### config.mk
export PLATFORM = sky130hd
export DESIGN_NAME = rr_arb_4
export DESIGN_NICKNAME = d
export VERILOG_FILES = /design/src/rtl/rr_arb_pkg.sv /design/src/rtl/rr_pick4.sv /design/src/rtl/rr_arb_4.sv
export SDC_FILE = /design/constraint.sdc
export NUM_CORES = 1
export LEC_CHECK = 0
export CAP_MARGIN = 0
export CORE_ASPECT_RATIO = 0.75
export CORE_MARGIN = 5
export CORE_UTILIZATION = 25
export CTS_CLUSTER_DIAMETER = 150
export DETAILED_ROUTE_END_ITERATION = 16
export GPL_TIMING_DRIVEN = 1
export PLACE_DENSITY = 0.5
export SLEW_MARGIN = 30
export SYNTH_ARGS = -nofsm -noshare
export SYNTH_HDL_FRONTEND = slang
export SYNTH_SLANG_ARGS = --single-unit
### constraint.sdc
create_clock -name clk -period 6 [get_ports clk]
set_clock_uncertainty 0.15 [all_clocks]
set_input_delay 1.5 -clock clk [delete_from_list [all_inputs] [get_ports clk]]
set_output_delay 1.5 -clock clk [all_outputs]
set_load 0.02 [all_outputs]
### src/rtl/rr_arb_pkg.sv
// ============================================================================
// Module      : rr_arb_pkg
// Description : Shared constants, state type and helpers for rr_arb_4.
// Revision    : 1.0  initial release
// ============================================================================
`default_nettype none

package rr_arb_pkg;

    localparam int NUM_REQ      = 4;
    localparam int SEL_W        = 2;
    localparam int HOLD_MAX_DEF = 16;

    typedef enum logic [0:0] {
        IDLE  = 1'b0,
        GRANT = 1'b1
    } state_t;

    // Counter only has to reach HOLD_MAX-1, so clog2 bits suffice; never below 1.
    function automatic int hold_cnt_w(input int hold_max);
        return (hold_max > 2) ? $clog2(hold_max) : 1;
    endfunction

    localparam int HOLD_CNT_W_DEF = hold_cnt_w(HOLD_MAX_DEF);

endpackage

`default_nettype wire

### src/rtl/rr_pick4.sv
// ============================================================================
// Module      : rr_pick4
// Description : Combinational 4-way rotating-priority picker (rotate,
//               fixed-priority encode, rotate back).
// Revision    : 1.0  initial release
// ============================================================================
`default_nettype none

module rr_pick4
    import rr_arb_pkg::*;
(
    input  logic [NUM_REQ-1:0] req,
    input  logic [SEL_W-1:0]   ptr,
    output logic               any,
    output logic [SEL_W-1:0]   idx
);

    logic [2*NUM_REQ-1:0] w_dbl;
    logic [NUM_REQ-1:0]   w_rot;
    logic [SEL_W-1:0]     w_fidx;

    // w_rot[k] is the request of requester (ptr+k) mod 4
    assign w_dbl = {req, req};
    assign w_rot = w_dbl[ptr +: NUM_REQ];

    always_comb begin
        w_fidx = 2'd3;
        if (w_rot[0]) begin
            w_fidx = 2'd0;
        end else if (w_rot[1]) begin
            w_fidx = 2'd1;
        end else if (w_rot[2]) begin
            w_fidx = 2'd2;
        end
    end

    assign any = |req;
    assign idx = w_fidx + ptr;

endmodule

`default_nettype wire

### src/rtl/rr_arb_4.sv
// ============================================================================
// Module      : rr_arb_4
// Description : Four-requester round-robin arbiter with held grants, driving
//               the select of a 4:1 mux. Optional forced release after
//               HOLD_MAX grant cycles when RR_ARB_TIMEOUT_EN is defined.
// Revision    : 1.0  initial release
// ============================================================================
`default_nettype none

module rr_arb_4
    import rr_arb_pkg::*;
#(
    parameter int HOLD_MAX = HOLD_MAX_DEF
) (
    input  logic               clk,
    input  logic               rst_n,
    input  logic [NUM_REQ-1:0] req,
    output logic [NUM_REQ-1:0] grant,
    output logic [SEL_W-1:0]   sel,
    output logic               valid
);

    state_t             r_state;
    state_t             w_state_nxt;
    logic [NUM_REQ-1:0] r_grant;
    logic [NUM_REQ-1:0] w_grant_nxt;
    logic [SEL_W-1:0]   r_sel;
    logic [SEL_W-1:0]   w_sel_nxt;
    logic [SEL_W-1:0]   r_ptr;
    logic [SEL_W-1:0]   w_ptr_nxt;
    logic               w_any;
    logic [SEL_W-1:0]   w_idx;
    logic               w_timeout;

    rr_pick4 u_pick (
        .req (req),
        .ptr (r_ptr),
        .any (w_any),
        .idx (w_idx)
    );

`ifdef RR_ARB_TIMEOUT_EN
    localparam int                c_cnt_w    = hold_cnt_w(HOLD_MAX);
    localparam logic [c_cnt_w-1:0] c_cnt_last = c_cnt_w'(HOLD_MAX - 1);

    logic [c_cnt_w-1:0] r_cnt;
    logic [c_cnt_w-1:0] w_cnt_nxt;

    // Held at zero in IDLE so it starts from zero on every grant entry.
    always_comb begin
        w_cnt_nxt = '0;
        if (r_state == GRANT) begin
            w_cnt_nxt = r_cnt + 1'b1;
        end
    end

    always_ff @(posedge clk or negedge rst_n) begin
        if (!rst_n) begin
            r_cnt <= '0;
        end else begin
            r_cnt <= w_cnt_nxt;
        end
    end

    assign w_timeout = (r_cnt == c_cnt_last);
`else
    // No forced release; the HOLD_MAX term is constant-false.
    assign w_timeout = 1'b0 && (HOLD_MAX == 0);
`endif

    always_comb begin
        w_state_nxt = r_state;
        w_grant_nxt = r_grant;
        w_sel_nxt   = r_sel;
        w_ptr_nxt   = r_ptr;
        if (r_state == IDLE) begin
            if (w_any) begin
                w_state_nxt = GRANT;
                w_grant_nxt = 4'b0001 << w_idx;
                w_sel_nxt   = w_idx;
                w_ptr_nxt   = w_idx + 2'd1;
            end
        end else begin
            // Release beats any new request; sel stays on the last owner.
            if (!req[r_sel] || w_timeout) begin
                w_state_nxt = IDLE;
                w_grant_nxt = '0;
            end
        end
    end

    always_ff @(posedge clk or negedge rst_n) begin
        if (!rst_n) begin
            r_state <= IDLE;
            r_grant <= '0;
            r_sel   <= '0;
            r_ptr   <= '0;
        end else begin
            r_state <= w_state_nxt;
            r_grant <= w_grant_nxt;
            r_sel   <= w_sel_nxt;
            r_ptr   <= w_ptr_nxt;
        end
    end

    assign grant = r_grant;
    assign sel   = r_sel;
    assign valid = (r_state == GRANT);

endmodule

`default_nettype wire
==> run metrics, run 1 <==
Antenna Nets Post-Route 0; Layout area overhead 30.43%; DR vias/cell about 5; Pwr Density approximately 510 nW/um^2; Max Cap Viol 0; RSZ-0062 raised after global routing false; HPWL after DPL roughly 980 um; Port Buffers 12; worst r2r src r_ptr[0]; CTS root buf clkbuf_4; flops & latches, synth 9; ANT cells 0; Clock Sinks 9; Starting Density 26.68%; layout cell share with drive strength beyond 1 19.70%; worst-skew pair later-pin latency 0.26 ns; drt initial violations 14; Arrival @ worst endpoint 3.72 ns; Comb power frac about 56%; setup TNS 0 ns; CTS buffer count 3; total I/O pin count 13; Tcrit/Tclk final around three fifths; IR drop worst, VDD between 0.0002 and 0.00025 V; WS Path Type input pin to register; clock share of power about an eighth; Synth Area per Inst between 10 and 15 sq um; Worst Hold End grant[2]; Die Width ~64 um; Die ar. approximately 3200 sq um; Synth Area in Simple Gates about a fifth; syn nets 58; slew margin rel. just under 60%; final instance area just over 700 sq um; Cell Area, Placed a little under 700 sq um; Clock transition at path regs around 0.060 ns; Worst Hold Class register to register; commonest non-fill, non-tap cell in the layout clkdlybuf4s50_1; Final min period roughly 3.7 ns; Switch Pwr about 150 uW; Max clock buf depth 2; final hold slack between 0.3 and 0.4 ns; EDFF count, synth 0; Power Total between 300 and 400 uW; DRC 0; initial antenna violation count 0; switching share of total power 41.57%; Post-CTS Repair Setup Buffers 0; r2r endpoint r_ptr[1]; cells on worst reg2reg path 7; routed via count around 460; H-tree Lvls 1; largest fanout on the critical path 6; Internal around 210 uW; startpoint types input pin; Wirelength per Cell between 10 and 15 um; Async SR Flop Fraction 100.0%; Post-Synth XOR/XNOR Area 0%; nets@finish 74; post-synthesis cell area 546.8 sq um; Worst-Margin Slew about 0.63 ns; TritonCTS clock tree done; GPL Wtd Cong slightly above 0.7; Hold Path Origin grant[2]; R2R Setup Slk between 3 and 4 ns; LEAKAGE between 0.0002 and 0.0003 uW; Core ar. 2049 sq um; Synth Area in Compound Gates 19.91%; Netlist cell types 27; max-slew violations 0; # resized after CTS 0; largest net degree at the start of global routing 11; most frequent cells in the layout 12 x clkdlybuf4s50_1, 9 x dfrtp_1, 7 x nand2_1; Required @ worst endpoint around 6 ns; largest family of logic cells by synthesized area simple AND/OR/NAND/NOR gates; hold violation count in the final report 0; fin util 34.80%; final setup vio count 0; maximum clock rate 270.9 MHz; First-pass DRT Iterations 4; Crit. End Element register; vias in the first global route around 410; total gr overflow 0; Post-CTS Hold Buffers 0; Total GRT Usage 7.963%; global-route wire length before repair 1966 um; post-synthesis cell count 51; FP Rows 14; hold depth 2; Adder-Cell Fraction of Synth Area ~2.3%; drt total wl 1205 um; Yosys warning count 0; post-synthesis sequential area ratio a little over 40%; fraction of synthesized area in multiplexers between 10% and 20%; Most used DFF post-synth dfrtp_1; sequential share of power between 30% and 40%; status finished, final reports clean; die height between 50 and 60 um
metrics by stage:
step,setup slack (ns),instances
6_report,2.308,90
5_1_grt,2.174,90
4_1_cts,2.302,90
3_5_place_dp,2.046,86
3_3_place_gp,2.053,86
2_1_floorplan,2.802,51
worst max-delay path, cell delays in order:
cell and delay [ns]:
clkdlybuf4s50_1 0.55, inv_1 0.08, o311ai_0 0.29, o21ai_0 0.13, o311ai_0 0.11, ha_1 0.33, or3_1 0.41, a41o_1 0.25
o211ai_2 0.07
worst max path at each step:
| stage | from | end | slack (ns) | cells past startpoint |
|---|---|---|---|---|
| 2_1_floorplan | req[3] | r_ptr[1] | 2.80 | 8 |
| 3_3_place_gp | req[3] | r_ptr[1] | 2.05 | 9 |
| 3_5_place_dp | req[3] | grant[3] | 2.05 | 10 |
| 4_1_cts | req[3] | r_ptr[1] | 2.30 | 9 |
| 5_1_grt | req[3] | r_ptr[1] | 2.17 | 9 |
| 6_report | req[3] | r_ptr[1] | 2.31 | 9 |
power groups by stage:
stage	logic (uW)	clock network, uW	registers [uW]
floorplan	131	0	127
global placement	205	0	118
detailed placement	205	0	119
CTS	206	48.3	117
global route	223	51.8	121
finish	203	45.6	117
cell families (layout without fill, tap and decap cells):
family,Yosys count,in the layout
AND/OR/NAND/NOR,18,18
adder cells (fa/ha/maj),1,1
buffers and inverters,3,18
multiplexers,5,5
flip-flops,9,9
AO/OA/AOI/OAI,15,15
flip-flops by register name (all words and copies together), names as in the netlist:
signal and flops:
grant 4, r_ptr 2, sel 2, valid 1
synthesized netlist by cell type (2+ instances only):
library cell / number / area, sq um
o21ai_0: 6 / 30.03
o311ai_0: 2 / 17.52
inv_1: 2 / 7.510
dfrtp_1: 9 / 225.2
nor2b_1: 2 / 12.51
mux2_2: 2 / 22.52
nand2_1: 7 / 26.28
nand3b_1: 2 / 15.01
metal layers:
layer  track usage (%)  routed length [um]
met5                 0                   0
met4             3.114                  16
met2             10.54                 476
met1             10.87                 621
met3             4.018                  90
area by class of cell:
| cell class | count | area (sq um) |
|---|---|---|
| sequential | 9 | 225.2 |
| tap | 24 | 30.03 |
| clock inverter | 1 | 5.005 |
| fill | 214 | 1336 |
| multi-input combinational | 39 | 302.8 |
| clock buffer | 3 | 22.52 |
| inverter | 2 | 7.507 |
| timing repair buffer | 12 | 120.1 |
Power figures use the tool's default switching activity.
==> run 2, diff against run 1 <==
==> constraint.sdc (replaced) <==
create_clock -name clk -period 3.54 [get_ports clk]
set_clock_uncertainty 0.15 [all_clocks]
set_input_delay 0.885 -clock clk [delete_from_list [all_inputs] [get_ports clk]]
set_output_delay 0.885 -clock clk [all_outputs]
set_load 0.02 [all_outputs]
==> run 2 against run 1 <==
Net effect:
- non-clock buffer count stayed put
- first-iteration DRC count increased by 110%
- core utilization fell by 0.061 points
- register-to-register slack worse by 2.5 ns
- flip-flop and latch count did not move
- sequential power up 71%
- wire length increased by 6.6%
- via count rose by 2.4%
- clock power is 70% higher
- largest cell class unchanged
- combinational power up 72%
- count of clock-buffer cells in the layout is 1 higher
- worst hold slack worse by 0.012 ns
==> run metrics, run 2 (synthesis gave the netlist of run 1 again) <==
status finished, final reports clean; Max clock buf depth 2 (unchanged); Cell Area, Placed 685.7 sq um (unchanged); Switch Pwr 262.8 uW (+73%); Clock transition at path regs 0.06 ns (about the same); Core ar. 2049 sq um (unchanged); setup TNS 0 ns (unchanged); FP Rows 14 (unchanged); Die Width 64 um (unchanged); Wirelength per Cell 14.28 um (+6.6%); DR vias/cell 5.189 (+2.4%); Arrival @ worst endpoint 3.17 ns (-0.55 ns); die height 50.50 um (unchanged); initial antenna violation count 0 (unchanged); drt initial violations 30 (+16); WS Path Type input pin to register; DRC 0 (unchanged); max incr delay on CP 0.56 ns (about the same); Post-CTS Hold Buffers 0 (unchanged); Max Cap Viol 0 (unchanged); most frequent cells in the layout 12 x clkdlybuf4s50_1, 9 x dfrtp_1, 7 x nand2_1; commonest non-fill, non-tap cell in the layout clkdlybuf4s50_1; total gr overflow 0 (unchanged); Power Total 626.5 uW (+71%); drt total wl 1285 um (+6.6%); switching share of total power 41.95% (+0.38 points); routed via count 467 (+2.4%); Worst-Margin Slew 0.6005 ns (-0.02612 ns); maximum clock rate between 300 and 400 MHz; Crit. End Element register; Port Buffers 12 (unchanged); final instance area 711.9 sq um (-0.18%); RSZ-0062 raised after global routing false; Antenna Nets Post-Route 0 (unchanged); startpoint types input pin; nets@finish 74 (unchanged); Total GRT Usage 8.563% (+0.60 points); IR drop worst, VDD 0.0003586 V (+67%); Starting Density 26.68% (unchanged); largest net degree at the start of global routing 11 (unchanged); Die ar. 3232 sq um (unchanged); crit-path most repeated cell o311ai_0; TritonCTS clock tree done; HPWL after DPL 996.3 um (+1.6%); layout cell share with drive strength beyond 1 18.18% (-1.5 points); CTS root buf clkbuf_4; slew margin rel. 59.60% (+1.8 points); sequential share of power 32.0% (about the same); LEAKAGE 0.0002946 uW (-0.92%); max reg flops 4 (unchanged); Comb power frac 55.7% (about the same); Tcrit/Tclk final 88.55%; Final min period 3.135 ns; max-slew violations 0 (unchanged); crit path cell chain clkdlybuf4s50_1, inv_1, o311ai_0, o21ai_0, o311ai_0, ha_1, or3_1, a41o_1, o211ai_2; First-pass DRT Iterations 5 (+1); total I/O pin count 13 (unchanged); CP delay by family, top compound AO/OA/AOI/OAI gates; Worst Hold Class register to register; Pwr Density 880.0 nW/um^2 (+72%); Internal 363.7 uW (+70%); slowest CP cell clkdlybuf4s50_1; hold violation count in the final report 0 (unchanged); Post-CTS Repair Setup Buffers 0 (unchanged); final setup vio count 0 (unchanged); Layout area overhead 30.21%; vias in the first global route 433 (+4.6%); CTS buffer count 3 (unchanged); Clock Sinks 9 (unchanged); largest fanout on the critical path 6 (unchanged); Required @ worst endpoint 3.57 ns (-2.46 ns); # resized after CTS 0 (unchanged); global-route wire length before repair 2139 um (+8.8%); worst path bufs/invs 2 (unchanged); worst-skew pair later-pin latency 0.26 ns (about the same); ANT cells 0 (unchanged); H-tree Lvls 1 (unchanged); clock share of power 12.4% (about the same); GPL Wtd Cong 0.7107 (-0.52%)
-- run 2: changes by cell type in the layout (fill, tap and decap cells not counted), sizes merged --
cell and change:
clkbuf +1, clkinv -1
-- run 2: worst paths after layout --
| check | from | endpoint | slack [ns] | cells past startpoint |
|---|---|---|---|---|
| setup / recovery | req[3] | r_ptr[1] | 0.41 | 9 |
| hold / removal | grant[2] | grant[2] | 0.32 | 2 |
| setup reg to reg | r_ptr[0] | r_ptr[1] | 1.16 | 7 |
| hold reg to reg | grant[2] | grant[2] | 0.32 | 2 |
| max in group asynchronous | rst_n | sel[1] | 2.18 | 1 |
| min in group asynchronous | rst_n | grant[2] | 0.77 | 1 |
-- run 2: tightest hold or removal path, cell delays in order (launching register included) --
cell and delay, ns:
dfrtp_1 0.34, nand2_1 0.05, nand2_1 0.05
-- run 2: per-layer routing --
metal	GRT usage [%]	share of wire [%]	routed length, um
met5	0	0	0
met2	10.37	39	506
met1	12.47	53	684
met3	5.134	6.6	85
met4	2.076	0.62	8
-- run 2: area by class of cell --
type,instances,area (sq um)
repair buffers,12,120.1
clock buffers,4,26.28
well taps,24,30.03
inverters,2,7.507
flip-flops and latches,9,225.2
fillers,212,1338
multi-input cells,39,302.8
-- run 2: power by group through the flow --
stage | combinational (uW) | clock (uW) | sequential [uW]
detailed placement | 349 | 0 | 202
floorplan | 223 | 0 | 216
CTS | 350 | 82.5 | 200
global route | 378 | 85.8 | 210
finish | 349 | 77.5 | 200
global placement | 347 | 0 | 201
-- run 2: stage by stage --
step                      setup WS [ns]  utilization, %  hold slack [ns]  cells
after CTS                        0.4078           34.74           0.3283     90
after floorplan                  0.9566               -           0.4282     51
after detailed placement         0.1423           33.46           0.3126     86
final                            0.4053           34.74           0.3215     90
after global placement           0.2207           33.46           0.3138     86
after global routing             0.2629           34.74           0.3403     90
